==> src/rtl/mem_port_arbiter.sv <==
// Round-robin arbiter for the shared 32-bit memory port: grants one of four requesters,
// steers the address/wdata/read-write muxes and runs the mem_req/mem_ack handshake.
// Define ARB_TIMEOUT_EN to abort accesses that see no mem_ack within TIMEOUT_CYCLES.
module mem_port_arbiter #(
  parameter int unsigned TIMEOUT_CYCLES = 64
) (
  input  logic       clk,
  input  logic       reset,
  input  logic [3:0] req,
  input  logic [3:0] req_we,
  output logic [3:0] gnt,
  output logic [1:0] sel,
  output logic       we_sel,
  output logic       mem_req,
  input  logic       mem_ack,
  output logic [3:0] done,
  output logic       err
);

  if (TIMEOUT_CYCLES < 2 || TIMEOUT_CYCLES > 255) begin : g_bad_timeout
    $error("mem_port_arbiter: TIMEOUT_CYCLES out of range 2..255");
  end

  typedef enum logic [1:0] {IDLE, BUSY, RESP} state_e;

  state_e     state_q, state_d;
  logic [3:0] gnt_q, gnt_d;
  logic [1:0] sel_q, sel_d;
  logic       we_sel_q, we_sel_d;
  logic       mem_req_q, mem_req_d;
  logic [3:0] done_q, done_d;
  logic [1:0] last_q, last_d;
  logic       found;
  logic [1:0] win;
  logic       abort_c;

  // Search starts one past the last served requester; offset 4 wraps back to last itself.
  always_comb begin
    found = 1'b0;
    win   = last_q;
    for (int unsigned i = 1; i <= 4; i++) begin
      if (!found && req[last_q + 2'(i)]) begin
        found = 1'b1;
        win   = last_q + 2'(i);
      end
    end
  end

`ifdef ARB_TIMEOUT_EN
  localparam logic [7:0] LIMIT = 8'(TIMEOUT_CYCLES - 1);

  logic [7:0] cnt_q, cnt_d;
  logic       err_q;

  // A same-cycle mem_ack takes priority over the timeout.
  assign abort_c = (state_q == BUSY) && !mem_ack && (cnt_q == LIMIT);

  always_comb begin
    cnt_d = cnt_q;
    if (state_q == IDLE) begin
      cnt_d = '0;
    end else if (state_q == BUSY && !mem_ack) begin
      cnt_d = cnt_q + 8'd1;
    end
  end

  always_ff @(posedge clk) begin
    if (reset) begin
      cnt_q <= '0;
      err_q <= 1'b0;
    end else begin
      cnt_q <= cnt_d;
      err_q <= abort_c;
    end
  end

  assign err = err_q;
`else
  assign abort_c = 1'b0;
  assign err     = 1'b0;
`endif

  always_comb begin
    state_d   = state_q;
    gnt_d     = gnt_q;
    sel_d     = sel_q;
    we_sel_d  = we_sel_q;
    mem_req_d = mem_req_q;
    last_d    = last_q;
    done_d    = '0;
    unique case (state_q)
      IDLE: begin
        if (found) begin
          gnt_d     = 4'b0001 << win;
          sel_d     = win;
          we_sel_d  = req_we[win];
          mem_req_d = 1'b1;
          state_d   = BUSY;
        end
      end
      BUSY: begin
        if (mem_ack || abort_c) begin
          gnt_d     = '0;
          mem_req_d = 1'b0;
          done_d    = 4'b0001 << sel_q;
          last_d    = sel_q;
          state_d   = RESP;
        end
      end
      RESP: state_d = IDLE;
      default: state_d = IDLE;
    endcase
  end

  always_ff @(posedge clk) begin
    if (reset) begin
      state_q   <= IDLE;
      gnt_q     <= '0;
      sel_q     <= '0;
      we_sel_q  <= 1'b0;
      mem_req_q <= 1'b0;
      done_q    <= '0;
      last_q    <= 2'd3;
    end else begin
      state_q   <= state_d;
      gnt_q     <= gnt_d;
      sel_q     <= sel_d;
      we_sel_q  <= we_sel_d;
      mem_req_q <= mem_req_d;
      done_q    <= done_d;
      last_q    <= last_d;
    end
  end

  assign gnt     = gnt_q;
  assign sel     = sel_q;
  assign we_sel  = we_sel_q;
  assign mem_req = mem_req_q;
  assign done    = done_q;

endmodule
==> config.mk <==
export PLATFORM = sky130hd
export DESIGN_NAME = mem_port_arbiter
export DESIGN_NICKNAME = d
export VERILOG_FILES = /design/src/rtl/mem_port_arbiter.sv
export SDC_FILE = /design/constraint.sdc
export NUM_CORES = 1
export LEC_CHECK = 0
export BUFFER_PORTS_ARGS = -buffer_cell sky130_fd_sc_hd__buf_2
export CAP_MARGIN = 20
export CELL_PAD_IN_SITES_DETAIL_PLACEMENT = 1
export CELL_PAD_IN_SITES_GLOBAL_PLACEMENT = 1
export CORE_UTILIZATION = 25
export CTS_CLUSTER_DIAMETER = 120
export CTS_CLUSTER_SIZE = 12
export DETAILED_ROUTE_END_ITERATION = 6
export MAX_ROUTING_LAYER = met4
export PLACE_DENSITY_LB_ADDON = 0.1
export SETUP_SLACK_MARGIN = 0.4
export SYNTH_ARGS = -nofsm -noshare
export SYNTH_HDL_FRONTEND = slang
export SYNTH_SLANG_ARGS = --single-unit
==> constraint.sdc <==
create_clock -name clk -period 1.7 [get_ports clk]
set_clock_uncertainty 0.05 [all_clocks]
set_input_delay 0.085 -clock clk [delete_from_list [all_inputs] [get_ports clk]]
set_output_delay 0.085 -clock clk [all_outputs]
set_load 0.01 [all_outputs]
==> run metrics <==
Max clock buf depth 2; number of flops mapped to enable cells by yosys 0; ys async rst share 0; r2r setup slk around 0.27 ns; Die X 56.4 um; Hold Path Cell Cnt 3; Worst Hold End we_sel$_SDFFE_PP0P_; setup ws final roughly 0.27 ns; Yosys top cell by area dfxtp_1; Req. time, crit path around 1.9 ns; Leak approximately 0.43 nW; RSZ-0062 raised after global routing yes; CTS Buf Count 3; Clock Sinks 16; top-count cell post-synth dfxtp_1; vias in the first global route roughly 670; Cells after Synth 83; first-pass GRT wire length around 2900 um; crit-path cells o32ai_2 > nor2_4 > or3_1 > a21oi_2; layout cell share with drive strength beyond 1 0.473; CP arrival ~1.6 ns; # setup viols final 0; maxcap violations 0; total wire length about 1600 um; most frequent cells after synthesis 16 x dfxtp_1, 10 x nor2_1, 8 x a21oi_1; Worst Max-Slew Pin Slew 0.496 ns; worst flop-to-flop path startpoint last_q[1]$_SDFFE_PP1P_; CP max FO 8; clk_lat worst skew approximately 0.28 ns; Initial DRC Count 7; final hold vios 0; H-tree levels 1; Slowest cell on crit path dfxtp_4; Slowest Stage Delay on Critical Path 0.39 ns; leading post-synthesis cells by cell area dfxtp_1 43%, a21oi_1 5.4%, nor2_1 5.1%; area grow syn2layout 32.1%; dpl ws 0.141 ns; hold crit path type input port to flip-flop; status finished, final reports clean; Die Y 56.4 um; core area roughly 2800 um^2; Cell Pwr Density between 800 and 900 nW/um^2; syn_area_per_cell 8.91 um^2; worst vdd ir between 0.4 and 0.5 mV; FF-to-FF End gnt[1]$_SDFFE_PP0P_; routability cong. 0.692; Top delay family on crit path compound AO/OA/AOI/OAI gates; initial cell density of the core 0.266; DRT Pass-1 Iters 3; # diodes 0; Crit Path Category flip-flop to flip-flop; Final Critical Period ~1.4 ns; Core Util, Final 0.351; WL per Instance 11.5 um; yosys warns 0; die footprint between 3000 and 4000 um^2; crit end category flip-flop; IO buf count 22; #FFs+latches synth 16; root buf cell clkbuf_4; Peak Freq about 0.7 GHz; Synth Net Count 94; CTS tree yes; CP Launch Type flip-flop; post-synth top area share 0.433; largest net degree at the start of global routing 16; min-delay src req_we[3]; post-synthesis sequential area ratio 0.433; Slew headroom 0.666; DR vias/cell 4.76; Netlist Area Pre-Place approximately 740 um^2; Worst R2R Path Depth 4; FP Rows 19; ys flop type dfxtp_1; hpwl dp 1200 um; WP buf/inv 0; fin. max-slew vios 0; All-Layer GR Usage 0.121; Reg clk slew, reported paths ~0.090 ns; Routed Antenna Nets 0; IO Pins 24; post-synthesis cell type count 33; Fin Hold WS ~0.046 ns; TNS Setup 0 ns; drt drc 0; vias post-DR ~670; Final #Nets between 100 and 150; Period Utilization, post-route 0.839; Pwr Total 0.000857 W; total grt overflow 0; initial antenna violation count 0
==> how the worst max path moves through the flow <==
stage                      startpoint                   to  slack [ns]  cells past startpoint
2_1_floorplan  last_q[1]$_SDFFE_PP1P_  gnt[1]$_SDFFE_PP0P_        0.28                      6
3_3_place_gp   last_q[1]$_SDFFE_PP1P_  gnt[1]$_SDFFE_PP0P_        0.17                      5
3_5_place_dp   last_q[1]$_SDFFE_PP1P_  gnt[1]$_SDFFE_PP0P_        0.14                      5
4_1_cts        last_q[1]$_SDFFE_PP1P_  gnt[1]$_SDFFE_PP0P_        0.26                      4
5_1_grt        last_q[1]$_SDFFE_PP1P_  we_sel$_SDFFE_PP0P_        0.21                      5
6_report       last_q[1]$_SDFFE_PP1P_  gnt[1]$_SDFFE_PP0P_        0.27                      4
==> state kept, by name, indices dropped and copies added (netlist names) <==
register / cells
sel: 2
state_q: 2
mem_req: 1
last_q: 2
done: 4
gnt: 4
we_sel: 1
==> cells by family (layout without fill, tap and decap cells) <==
kind of cell / Yosys count / after routing / synth area share
other: 1 / 1 / 0.00507
and+or+nand+nor: 35 / 35 / 0.288
buffers and inverters: 9 / 36 / 0.0609
DFF: 16 / 16 / 0.433
AOI/OAI and AO/OA: 19 / 19 / 0.173
muxes: 3 / 3 / 0.0406
==> tightest hold or removal path: cells and delay by family <==
| kind | cells | cell delay [ns] |
|---|---|---|
| muxes | 1 | 0.06 |
| buffers and inverters | 1 | 0.07 |
| AOI/OAI and AO/OA | 1 | 0.13 |
==> per-stage QoR <==
stage,instances,instance area [um^2]
after floorplan,83,752
after global routing,141,977
final,141,977
after detailed placement,133,872
after CTS,139,950
after global placement,133,872
==> power by group <==
part	internal (W)	total (W)	switching [W]
clock	0.000130	0.000247	0.000117
combinational	0.0000885	0.000184	0.0000953
sequential	0.000401	0.000426	0.0000250
total	0.000620	0.000857	0.000237
==> layer usage <==
metal | part of all wire | GRT usage
met1 | 0.47 | 0.141
met2 | 0.47 | 0.196
met3 | 0.047 | 0.0415
met4 | 0.011 | 0.0418
met5 | 0 | -
==> placed cells by master, fill, tap and decap left out, drive strengths merged <==
cell type and n:
o221ai 1, a211o 2, nor2 12, conb 1, o21ai 4, and3b 1
nor4b 1, nand3b 2, nand2 6, and2b 1, inv 5, nor3 4
nand2b 2, buf 27, o32ai 1, clkbuf 4, and2 1, nor4 2
or3 3, a21oi 9, a211oi 1, mux2i 3, a22oi 1, dfxtp 16
==> layout make-up <==
cell class / count / area [um^2]
repair buffers: 27 / 148
well taps: 31 / 38.8
flip-flops and latches: 16 / 330
inverters: 5 / 18.8
multi-input cells: 58 / 405
fillers: 334 / 1800
clock buffers: 4 / 36.3
==> what timing repair did <==
action | CTS | global route
pin swaps | 1 | 0
endpoints found under the hold margin | 0 | 0
setup buffers | 2 | 2
setup endpoints to repair | 11 | 10
resized for setup | 8 | 3
hold buffers | 0 | 0
No activity file was read; power rests on OpenSTA's default activity.
